### src/rtl/quad_dir_decoder_if.sv
// Encoder-side signal bundle for quad_dir_decoder.
// master: encoder/stimulus side (drives pads and clr_err, observes results).
// slave:  the decoder itself.
interface quad_dir_decoder_if;
  logic quad_a;
  logic quad_b;
  logic clr_err;
  logic up_down;
  logic count_en;
  logic err;

  modport master (
    output quad_a, quad_b, clr_err,
    input  up_down, count_en, err
  );

  modport slave (
    input  quad_a, quad_b, clr_err,
    output up_down, count_en, err
  );
endinterface

### src/rtl/quad_dir_decoder.sv
// Quadrature direction decoder: synchronises and deglitches the A/B pads,
// tracks the AB phase and emits a direction level plus a one-clk count strobe
// per accepted step. Double-bit phase jumps raise a sticky err flag.
// Build option: define QUAD_DIR_X4_EN for x4 decode (strobe on every legal
// step); otherwise x1 decode (strobe only on the 11->01 up step and the
// 01->11 down step).
module quad_dir_decoder #(
  parameter int unsigned SYNC_STAGES = 2,  // 2..4
  parameter int unsigned FILT_LEN    = 3   // 1..255
) (
  input logic           clk,
  input logic           reset_n,
  quad_dir_decoder_if.slave bus
);

  typedef enum logic [2:0] {INIT, S00, S10, S11, S01} state_t;

  localparam logic [7:0] CNT_MAX = 8'(FILT_LEN - 1);
  localparam logic [2:0] PRIME_MAX = 3'(SYNC_STAGES);

  logic [SYNC_STAGES-1:0] sync_a;
  logic [SYNC_STAGES-1:0] sync_b;
  logic [1:0]             sync;

  logic [1:0] cand;
  logic [1:0] filt;
  logic [7:0] cnt;
  logic       accept;

  logic [2:0] prime;
  logic       primed;

  state_t     state;
  state_t     state_nxt;
  logic [1:0] cur_ab;
  logic       step_up;
  logic       step_dn;
  logic       step_bad;

  logic       up_down_q;
  logic       count_en_q;
  logic       err_q;
  logic       up_down_nxt;
  logic       count_en_nxt;
  logic       err_nxt;

  function automatic logic [1:0] phase_of(input state_t s);
    case (s)
      S10:     return 2'b10;
      S11:     return 2'b11;
      S01:     return 2'b01;
      default: return 2'b00;
    endcase
  endfunction

  function automatic state_t state_of(input logic [1:0] ab);
    case (ab)
      2'b10:   return S10;
      2'b11:   return S11;
      2'b01:   return S01;
      default: return S00;
    endcase
  endfunction

  // Phase that follows ab when A leads B.
  function automatic logic [1:0] up_of(input logic [1:0] ab);
    case (ab)
      2'b00:   return 2'b10;
      2'b10:   return 2'b11;
      2'b11:   return 2'b01;
      default: return 2'b00;
    endcase
  endfunction

  // Phase that follows ab when B leads A.
  function automatic logic [1:0] down_of(input logic [1:0] ab);
    case (ab)
      2'b00:   return 2'b01;
      2'b01:   return 2'b11;
      2'b11:   return 2'b10;
      default: return 2'b00;
    endcase
  endfunction

  // Per-pad synchroniser chains.
  always_ff @(posedge clk or negedge reset_n) begin
    if (!reset_n) begin
      sync_a <= '0;
      sync_b <= '0;
    end else begin
      sync_a <= {sync_a[SYNC_STAGES-2:0], bus.quad_a};
      sync_b <= {sync_b[SYNC_STAGES-2:0], bus.quad_b};
    end
  end

  assign sync = {sync_a[SYNC_STAGES-1], sync_b[SYNC_STAGES-1]};

  // Joint AB filter: a new value must hold FILT_LEN clks before it is accepted.
  always_ff @(posedge clk or negedge reset_n) begin
    if (!reset_n) begin
      cand   <= '0;
      filt   <= '0;
      cnt    <= '0;
      accept <= 1'b0;
    end else if (sync != cand) begin
      cand   <= sync;
      cnt    <= '0;
      accept <= 1'b0;
    end else if (cand != filt && cnt == CNT_MAX) begin
      filt   <= cand;
      cnt    <= '0;
      accept <= 1'b1;
    end else begin
      accept <= 1'b0;
      if (cnt != CNT_MAX) cnt <= cnt + 8'd1;
    end
  end

  // Counts clks since reset release until the synchroniser carries a
  // post-reset pad sample; INIT only adopts filt silently once that holds,
  // so pads parked at 11 through reset are not mistaken for phase 00.
  always_ff @(posedge clk or negedge reset_n) begin
    if (!reset_n) prime <= '0;
    else if (prime != PRIME_MAX) prime <= prime + 3'd1;
  end

  assign primed = (prime == PRIME_MAX);

  // Phase state register and registered outputs.
  always_ff @(posedge clk or negedge reset_n) begin
    if (!reset_n) begin
      state      <= INIT;
      up_down_q  <= 1'b1;
      count_en_q <= 1'b0;
      err_q      <= 1'b0;
    end else begin
      state      <= state_nxt;
      up_down_q  <= up_down_nxt;
      count_en_q <= count_en_nxt;
      err_q      <= err_nxt;
    end
  end

  // Step classification, next state and next outputs.
  always_comb begin
    state_nxt    = state;
    cur_ab       = phase_of(state);
    step_up      = 1'b0;
    step_dn      = 1'b0;
    step_bad     = 1'b0;
    up_down_nxt  = up_down_q;
    count_en_nxt = 1'b0;
    err_nxt      = err_q & ~bus.clr_err;

    case (state)
      INIT: begin
        if (accept || (primed && filt == sync)) state_nxt = state_of(filt);
      end
      default: begin
        if (accept && filt != cur_ab) begin
          state_nxt = state_of(filt);
          if (filt == up_of(cur_ab))        step_up  = 1'b1;
          else if (filt == down_of(cur_ab)) step_dn  = 1'b1;
          else                              step_bad = 1'b1;
        end
      end
    endcase

    if (step_up) up_down_nxt = 1'b1;
    if (step_dn) up_down_nxt = 1'b0;
    if (step_bad) err_nxt = 1'b1;

`ifdef QUAD_DIR_X4_EN
    count_en_nxt = step_up | step_dn;
`else
    count_en_nxt = (step_up && cur_ab == 2'b11) || (step_dn && cur_ab == 2'b01);
`endif
  end

  assign bus.up_down  = up_down_q;
  assign bus.count_en = count_en_q;
  assign bus.err      = err_q;

endmodule

### src/flat_wrapper.sv
// flat-port wrapper written by rule: the top's interface ports become plain ports
module quad_dir_decoder_flat 
#(
  parameter int unsigned SYNC_STAGES = 2,         
  parameter int unsigned FILT_LEN    = 3            
)
  (clk, reset_n, bus_quad_a, bus_quad_b, bus_clr_err, bus_up_down, bus_count_en, bus_err);
  quad_dir_decoder_if bus_i ();
  input logic clk;
  input logic reset_n;
  input wire logic [$bits(bus_i.quad_a)-1:0] bus_quad_a;
  input wire logic [$bits(bus_i.quad_b)-1:0] bus_quad_b;
  input wire logic [$bits(bus_i.clr_err)-1:0] bus_clr_err;
  output wire logic [$bits(bus_i.up_down)-1:0] bus_up_down;
  output wire logic [$bits(bus_i.count_en)-1:0] bus_count_en;
  output wire logic [$bits(bus_i.err)-1:0] bus_err;
  assign bus_i.quad_a = bus_quad_a;
  assign bus_i.quad_b = bus_quad_b;
  assign bus_i.clr_err = bus_clr_err;
  assign bus_up_down = bus_i.up_down;
  assign bus_count_en = bus_i.count_en;
  assign bus_err = bus_i.err;
  quad_dir_decoder #(.SYNC_STAGES(SYNC_STAGES), .FILT_LEN(FILT_LEN)) u_core (.clk(clk), .reset_n(reset_n), .bus(bus_i));
endmodule
### config.mk
export PLATFORM = sky130hd
export DESIGN_NAME = quad_dir_decoder_flat
export DESIGN_NICKNAME = d
export VERILOG_FILES = /design/src/rtl/quad_dir_decoder_if.sv /design/src/rtl/quad_dir_decoder.sv /design/src/flat_wrapper.sv
export SDC_FILE = /design/constraint.sdc
export NUM_CORES = 1
export LEC_CHECK = 0
export BUFFER_PORTS_ARGS = -buffer_cell sky130_fd_sc_hd__buf_2
export CAP_MARGIN = 20
export CORE_UTILIZATION = 25
export CTS_BUF_LIST = sky130_fd_sc_hd__clkbuf_4 sky130_fd_sc_hd__clkbuf_8
export DETAILED_ROUTE_END_ITERATION = 10
export GPL_ROUTABILITY_DRIVEN = 0
export GPL_TIMING_DRIVEN = 0
export PLACE_DENSITY = 0.47
export RECOVER_POWER = 25
export SLEW_MARGIN = 5
export SYNTH_ARGS = -nofsm -noshare
export SYNTH_HDL_FRONTEND = slang
export SYNTH_SLANG_ARGS = --single-unit
export TNS_END_PERCENT = 50
### constraint.sdc
create_clock -name clk -period 2.9 [get_ports clk]
set_clock_uncertainty 0.15 [all_clocks]
set_input_delay 0.435 -clock clk [delete_from_list [all_inputs] [get_ports clk]]
set_output_delay 0.435 -clock clk [all_outputs]
set_load 0.01 [all_outputs]
# Word-level counts from Yosys, hierarchy flattened
# Index checks and enable logic that the tools add are counted.
op_classes:
  addsub: 2
  n_eq_ne: 20
  mux: 31
  n_bitwise: 3
  n_reduce_logical: 14
ops:
  columns: ["operator", "count"]
  rows:
  - ["8-bit 2-to-1 mux", 3]
  - ["2-bit one-hot mux with 3 select lines", 3]
  - ["1-bit 2-to-1 mux", 16]
  - ["2-bit 2-to-1 mux", 5]
  - ["3-bit by 2-bit == test with 1-bit output, second input constant", 3]
  - ["3-bit 2-to-1 mux", 3]
  - ["3-bit one-hot mux with 3 select lines", 1]
  - ["8-bit by 1-bit adder with 8-bit output, second input constant", 1]
  - ["2-bit == test, second input constant", 4]
  - ["8-bit by 2-bit == test with 1-bit output, second input constant", 1]
  - ["8-bit by 2-bit != test with 1-bit output, second input constant", 1]
  - ["2-bit == test", 3]
  - ["2-bit != test", 3]
  - ["1-bit logical AND", 5]
  - ["2-bit by 1-bit == test with 1-bit output, second input constant", 2]
  - ["2-bit AND reduction", 2]
  - ["2-bit nonzero test", 2]
  - ["3-bit by 1-bit adder with 3-bit output, second input constant", 1]
  - ["3-bit == test, second input constant", 1]
  - ["3-bit zero test", 1]
  - ["3-bit by 2-bit != test with 1-bit output, second input constant", 1]
  - ["3-bit nonzero test", 1]
  - ["2-bit zero test", 1]
  - ["1-bit logical OR", 2]
  - ["3 further kinds", 4]
totals:
  regBits: 26
  input_bits: 5
  output_inout_bits: 3

# Logic depth before layout (Yosys ltp)
# Gate-level depths: netlist of the first run.
logic_depth:
  depth_word: 17
  ltp_mapped: 7
  mapped_depth_nobuf: 6

# Worst setup path before layout of the first run
# Ideal clock, no wire load.
synth_path:
  path_kind: "register -> register"
  from: "reg u_core.filt[0]"
  to: "reg u_core.state[0]"
  arrival_ns: 1.551
  slack_ns: 1.112
  stages_incl_launch_ff: 6
  path_buffers: 1
  synth_period_minus_slack_ns: 1.788
  path_cell_list: "dfrtp_1 > buf_2 > inv_1 > ha_1 > or4_1 > o211ai_1"
synth_via:
  elab_chain_len: 5
synth_rtl:
  columns: ["item", "line", "source"]
  rows:
  - ["start, declared", "quad_dir_decoder.sv:26", "logic [1:0] filt;"]
  - ["start signal, assigned", "quad_dir_decoder.sv:110", "filt <= cand;"]
  - ["2-bit == test", "quad_dir_decoder.sv:157", "if (accept || (primed && filt == sync)) state_nxt = state_of(filt);"]
  - ["1-bit logical AND", "quad_dir_decoder.sv:157", null]
  - ["1-bit logical OR", "quad_dir_decoder.sv:157", null]
  - ["2-bit by 1-bit != test with 1-bit output (no line)", null, null]
  - ["2-bit AND reduction (no line)", null, null]
  - ["end signal, assigned", "quad_dir_decoder.sv:137", "state <= state_nxt;"]
  - ["end, declared", "quad_dir_decoder.sv:33", "state_t state;"]
# Several ways; a longest one is shown, not always the timed one. The select of a mux whose other input is x is not followed.
# A chain may end at the register's enable or synchronous reset.

# Worst setup path in the final report of the first run
# Ends and elaborated chain as after synthesis.

==> metrics.md, run 1 <==
| Metric | Value |
|---|---|
| Synth Cell Area | 0.00143 mm^2 |
| Setup violations, final | 0 |
| Post-CTS sizing | 0 |
| Crit path depth | 5 |
| Post-synth cell types | 40 |
| Final hold violation count | 0 |
| Worst path top cell family by delay | simple AND/OR/NAND/NOR gates |
| Largest net degree at the start of global routing | 27 |
| Ys Warns | 0 |
| Max Root-Sink Buffers | 2 |
| First-pass GRT wire length | 4.78 mm |
| Sink Count | 26 |
| Worst VDD drop | 0.173 mV |
| WP buf/inv | 2 |
| Worst path max stage delay | 0.54 ns |
| Setup Buffers After CTS | 0 |
| CP max FO | 10 |
| Via density | 4.70 |
| Die Wd | 77.7 um |
| Post-synthesis instance total | about 140 |
| Tot GR Track Use | under 10% |
| Detail Route Antenna Nets | 0 |
| CP required | 2.93 ns |
| Post-DP HPWL | 1.95 mm |
| Starting Density | between 20% and 30% |
| Endpoint type of the worst setup path | flop |
| Seq/Total Area, Yosys | 45.5% |
| ANT cells | 0 |
| Post-Route WL | 2.65 mm |
| Hold buffers post-CTS | 0 |
| Clock transition at path regs | 0.09 ns |
| CP Cell Sequence | buf_2, inv_1, ha_1, or4_1, o211ai_1 |
| Vias in the first global route | 1,025 |
| Final worst-path cycle share | 70.1% |
| Clock Root Buffer | clkbuf_8 |
| Worst min path class | input port to flop |
| Worst slew margin | 5.19% |
| Initial drt markers | 49 |
| WL/cell | 11.9 um |
| Pleak | 0.690 nW |
| Worst-Margin Slew | approximately 1.4 ns |
| # DRC | 0 |
| Rows | 27 |
| Die ar. | 0.00604 mm^2 |
| Top Ports | 8 |
| Final nets | 164 |
| Max-cap violations | 0 |
| #FFs+latches synth | 26 |
| Layout filler cell count | 560 |
| CP Class | flop to flop |
| Worst reg-to-reg path cell count | 5 |
| P per Cell Area | 697 mW/mm^2 |
| Aggregate global routing overflow | 0 |
| Period minus WS final | 2.03 ns |
| WP data arrival | around 2.1 ns |
| Share of post-route cells with drive strength above 1 | 12.7% |
| FMAX | 0.492 GHz |
| Die H | between 70 and 80 um |
| TritonCTS clock tree | done |
| Core area | 0.00551 mm^2 |
| Slowest CP cell | or4_1 |
| CP startpoint kind | flop |
| RSZ-0062 raised after global routing | no |
| Slew Limit Fails | 0 |
| Initial DRT Pass Iterations | 4 |
| Port bufs | 7 |
| Synth Net Count | 152 |
| Syn_area_per_cell | 10.3 um^2 |
| Vias | around 1,000 |
| Number of CTS-inserted buffers | 3 |
| WHS Path Cells | 1 |
| Outcome | finished clean |
| Initial antenna violation count | 0 |
| Fin util | 29.3% |
| TNS Setup | 0 ns |
| Clk_lat worst skew | roughly 0.27 ns |
| H-tree Lvls | 1 |
| Layout area overhead | 12.5% |
==> cells in the mapped netlist (all sizes together) <==
| library cell | instances | area, um^2 |
|---|---|---|
| a211oi | 1 | 7.51 |
| a21oi | 5 | 25.0 |
| a22o | 2 | 17.5 |
| a2bb2oi | 1 | 8.76 |
| a31o | 2 | 17.5 |
| and2 | 1 | 6.26 |
| and3 | 3 | 18.8 |
| buf | 5 | 27.5 |
| clkbuf | 2 | 7.51 |
| dfrtp | 25 | 626 |
| dfstp | 1 | 26.3 |
| ha | 8 | 100 |
| inv | 5 | 18.8 |
| mux2 | 5 | 60.1 |
| mux2i | 1 | 10.0 |
| nand2 | 6 | 22.5 |
| nand2b | 3 | 18.8 |
| nand3 | 13 | 65.1 |
| nand3b | 2 | 15.0 |
| nand4b | 1 | 8.76 |
| nand4bb | 1 | 11.3 |
| nor2 | 11 | 41.3 |
| nor2b | 2 | 12.5 |
| nor3 | 2 | 10.0 |
| nor3b | 1 | 7.51 |
| nor4 | 1 | 6.26 |
| nor4b | 2 | 17.5 |
| o211ai | 1 | 7.51 |
| o21ai | 2 | 10.0 |
| o21bai | 1 | 7.51 |
| o31a | 2 | 17.5 |
| o31ai | 4 | 30.0 |
| or3 | 1 | 6.26 |
| or4 | 1 | 7.51 |
| or4b | 2 | 20.0 |
| xnor2 | 6 | 52.6 |
| xor2 | 7 | 61.3 |
==> sequential cells by signal, summed over array words and instances, names as in the netlist, 2 cells and up <==
name	cells
u_core.filt	2
u_core.cnt	8
u_core.prime	3
u_core.sync_b	2
u_core.state	3
u_core.cand	2
u_core.sync_a	2
==> per-stage QoR <==
stage / instances / total power, mW / setup WS (ns) / hold WS, ns / cell area [um^2]
4_1_cts: 222 / 1.14 / 0.854 / 0.0266 / 1610
3_5_place_dp: 218 / 0.895 / 0.870 / 0.185 / 1560
3_3_place_gp: 218 / 0.882 / 0.945 / 0.186 / 1560
6_report: 222 / 1.12 / 0.866 / 0.116 / 1610
2_1_floorplan: 139 / 0.797 / 1.11 / -0.0106 / 1430
5_1_grt: 222 / 1.22 / 0.739 / 0.106 / 1610
==> layout make-up <==
type / instances / area [um^2] / area share (%)
multi-input combinational: 101 / 728 / 45.2
sequential: 26 / 652 / 40.4
tap: 72 / 90.1 / 5.59
clock buffer: 4 / 55.1 / 3.41
buffer: 7 / 35.0 / 2.17
timing repair buffer: 7 / 33.8 / 2.09
inverter: 5 / 18.8 / 1.16
==> path summary, 6_finish.rpt <==
path / start / end / slack [ns]
max: u_core.filt[0] / u_core.state[0] / 0.87
min: bus_quad_b / u_core.sync_b[0] / 0.12
max reg2reg: u_core.filt[0] / u_core.state[0] / 0.87
min reg2reg: u_core.sync_b[0] / u_core.sync_b[1] / 0.20
max in group asynchronous: reset_n / u_core.state[2] / 1.44
min in group asynchronous: reset_n / u_core.cnt[3] / 0.33
==> layer usage <==
metal | global-route usage [%] | vias up | part of all wire, %
li1 | - | 510 | -
met1 | 12.3 | 512 | 48
met2 | 17.1 | 16 | 47
met3 | 2.12 | 5 | 2.9
met4 | 3.40 | 0 | 1.4
met5 | 0 | - | 0
==> cells by family (layout without fill, tap and decap cells) <==
group | count (synthesis) | after routing | share of synthesized area (%)
muxes | 6 | 6 | 4.89
xor gates and xnor gates | 13 | 13 | 7.94
buffers and inverters | 12 | 23 | 3.75
AOI/OAI and AO/OA | 21 | 21 | 10.4
DFF | 26 | 26 | 45.5
adders and majority gates | 8 | 8 | 6.98
and+or+nand+nor | 53 | 53 | 20.6
==> cells in the final DEF (no fill, tap or decap), types with 3 or more instances in the layout <==
master,n
dfrtp_1,25
nand3_1,13
nor2_1,11
buf_2,10
ha_1,8
xor2_1,7
xnor2_1,6
nand2_1,6
inv_1,5
a21oi_1,5
o31ai_1,4
clkbuf_8,4
and3_1,3
nand2b_1,3
clkbuf_1,3
==> power breakdown <==
group / switching [mW] / total (mW) / internal (mW) / leakage [nW]
registers: 0.0415 / 0.446 / 0.405 / 0.332
clock network: 0.113 / 0.235 / 0.121 / 0.0288
logic: 0.250 / 0.443 / 0.193 / 0.329
total: 0.405 / 1.12 / 0.720 / 0.690
==> worst register-to-register path, stage by stage (launching register included) <==
cell and delay [ns]:
dfrtp_1 0.38, buf_2 0.23, inv_1 0.16, ha_1 0.34, or4_1 0.54, o211ai_1 0.14
No activity file was read; power rests on OpenSTA's default activity.
==> inputs of run 2 (changes only) <==
Clock period 2.9 ns to 1.9 ns, I/O delays scaled along.
==> metrics.md, run 2 (synthesized netlist as in run 1, its figures left out) <==
| Metric | Value |
|---|---|
| Worst slew margin | 55.6% (+50 points) |
| ANT cells | 0 (unchanged) |
| Worst path max stage delay | 0.43 ns (-0.11 ns) |
| Top Ports | 8 (unchanged) |
| RR Startpoint | u_core.state[1] |
| WP data arrival | 1.82 ns (-0.24 ns) |
| Clock Root Buffer | clkbuf_8 |
| Aggregate global routing overflow | 0 (unchanged) |
| CP startpoint kind | flop |
| Post-Layout Inst Area | 0.00170 mm^2 (+5.2%) |
| Number of CTS-inserted buffers | 3 (unchanged) |
| P per Cell Area | 1060 mW/mm^2 (+53%) |
| Rows | 27 (unchanged) |
| Worst VDD drop | 0.284 mV (+64%) |
| Max-cap violations | 0 (unchanged) |
| CP max FO | 6 (-4) |
| Sink Count | 26 (unchanged) |
| WL/cell | 11.8 um (-1.1%) |
| Inst Count DP | 218 (unchanged) |
| Hold Startpoint | bus_clr_err |
| Post-Route WL | 2.70 mm (+2.0%) |
| Starting Density | 26.0% (unchanged) |
| CP Cell Sequence | mux2_4, a31o_1, or4_1, o211ai_1 |
| Die H | 77.7 um (unchanged) |
| Outcome | finished clean |
| Fin cells | 229 (+3.2%) |
| First-pass GRT wire length | 4.78 mm (unchanged) |
| Die Wd | 77.7 um (unchanged) |
| Tot GR Track Use | 9.95% (unchanged) |
| Period minus WS final | 1.79 ns (-0.240 ns) |
| Initial DRT Pass Iterations | 4 (unchanged) |
| Detail Route Antenna Nets | 0 (unchanged) |
| # DRC | 0 (unchanged) |
| Pint | 1.16 mW (+61%) |
| Share of post-route cells with drive strength above 1 | 18.5% (+5.8 points) |
| Slew Limit Fails | 0 (unchanged) |
| Post-Place Cell Area | 0.00156 mm^2 (unchanged) |
| Worst Setup SP | u_core.state[1] |
| Via density | 4.69 (-0.27%) |
| Clock power frac | 20.0% (-0.9 points) |
| H-tree Lvls | 1 (unchanged) |
| Die ar. | 0.00604 mm^2 (unchanged) |
| Clk_lat worst skew | 0.27 ns (about the same) |
| Worst-Margin Slew | 0.666 ns (-0.756 ns) |
| Core area | 0.00551 mm^2 (unchanged) |
| Sequential group share of total power | 37.8% (-1.9 points) |
| Worst path top cell family by delay | simple AND/OR/NAND/NOR gates |
| Clock transition at path regs | 0.09 ns (about the same) |
| Largest net degree at the start of global routing | 27 (unchanged) |
| CP Class | flop to flop |
| Tot Pwr | 1.80 mW (+60%) |
| Most common cell after layout, fill and taps aside | dfrtp_1 |
| Initial drt markers | 39 (-20%) |
| Initial antenna violation count | 0 (unchanged) |
| CP required | 1.93 ns (-1.00 ns) |
| TritonCTS clock tree | done |
| Max Root-Sink Buffers | 2 (unchanged) |
| Fin util | 30.8% (+1.5 points) |
| Vias | 1,073 (+2.9%) |
| Post-DP HPWL | 1.95 mm (unchanged) |
| Commonest cells after routing, fill and taps aside | dfrtp_1 (24), nand3_1 (13), nor2_1 (11), buf_2 (9), ha_1 (8) |
| Endpoint type of the worst setup path | flop |
| Reg with most FFs | u_core.cnt |
| Final worst-path cycle share | 94.4% (+24 points) |
| Switching Fraction | 35.7% (-0.34 points) |
| Setup violations, final | 0 (unchanged) |
| Pleak | 0.724 nW (+4.9%) |
| Layout area overhead | 18.3% |
| Worst min path class | input port to flop |
| Port bufs | 7 (unchanged) |
| Regs by FF count | u_core.cnt x8, u_core.prime x3, u_core.state x3 |
| Largest register FFs | 8 (unchanged) |
| WP buf/inv | 0 (-2) |
| Logic pwr share | 42.2% (+2.8 points) |
| Vias in the first global route | 1,036 (+1.1%) |
| Psw | 0.643 mW (+59%) |
| Layout filler cell count | 565 (+0.89%) |
| Final hold violation count | 0 (unchanged) |
| FMAX | 0.558 GHz (+13%) |
| Final nets | 171 (+4.3%) |
| Slowest CP cell | or4_1 |
## run 2: what timing repair did
action,in CTS,in global routing
endpoints found under the setup margin,2,4
setup buffers,1,3
resized for setup,3,4
endpoints found under the hold margin,27,0
hold buffers,3,0
## run 2: final timing paths
check                           slack [ns]                to  depth (start not counted)
worst max-delay path                  0.11   u_core.state[0]                          4
worst max register to register        0.11   u_core.state[0]                          4
max in group asynchronous             0.72    u_core.filt[1]                          2
worst min-delay path                  0.17    u_core.bus.err                          3
worst min register to register        0.20  u_core.sync_b[1]                          0
min in group asynchronous             0.42     u_core.cnt[7]                          2
## run 2: layout make-up
type / instances / area [um^2] / area share (%)
plain buffers: 7 / 41.3 / 2.43
clock buffers: 4 / 55.1 / 3.24
inverters: 5 / 22.5 / 1.33
multi-input cells: 101 / 739 / 43.6
flip-flops and latches: 26 / 653 / 38.5
well taps: 72 / 90.1 / 5.31
repair buffers: 14 / 95.1 / 5.60
## run 2: routing by layer
metal | vias to the layer above | track usage (%) | wire [um] | part of all wire [%]
met3 | 5 | 2.12 | 71 | 2.6
li1 | 529 | - | - | -
met4 | 0 | 3.40 | 37 | 1.4
met1 | 527 | 12.1 | 1300 | 48
met2 | 12 | 17.3 | 1290 | 48
met5 | - | 0 | 0 | 0
## run 2: through the flow
stage | worst slack [ns] | hold WS [ns] | TNS [ns]
6_report | 0.106 | 0.168 | 0
5_1_grt | -0.00282 | 0.183 | -0.00282
2_1_floorplan | 0.112 | -0.161 | 0
3_3_place_gp | -0.0547 | 0.172 | -0.0547
3_5_place_dp | -0.130 | 0.182 | -0.130
4_1_cts | 0.00240 | 0.166 | 0
## run 2: power by group through the flow
stage | logic (mW) | clock network [mW] | registers [mW]
2_1_floorplan | 0.538 | 0 | 0.678
3_3_place_gp | 0.657 | 0 | 0.689
3_5_place_dp | 0.673 | 0 | 0.693
4_1_cts | 0.712 | 0.379 | 0.684
5_1_grt | 0.850 | 0.407 | 0.695
6_report | 0.761 | 0.361 | 0.682
## run 2: tightest hold or removal path, cell delays in order
cell    delay (ns)
buf_2         0.10
inv_1         0.04
a22o_1        0.13
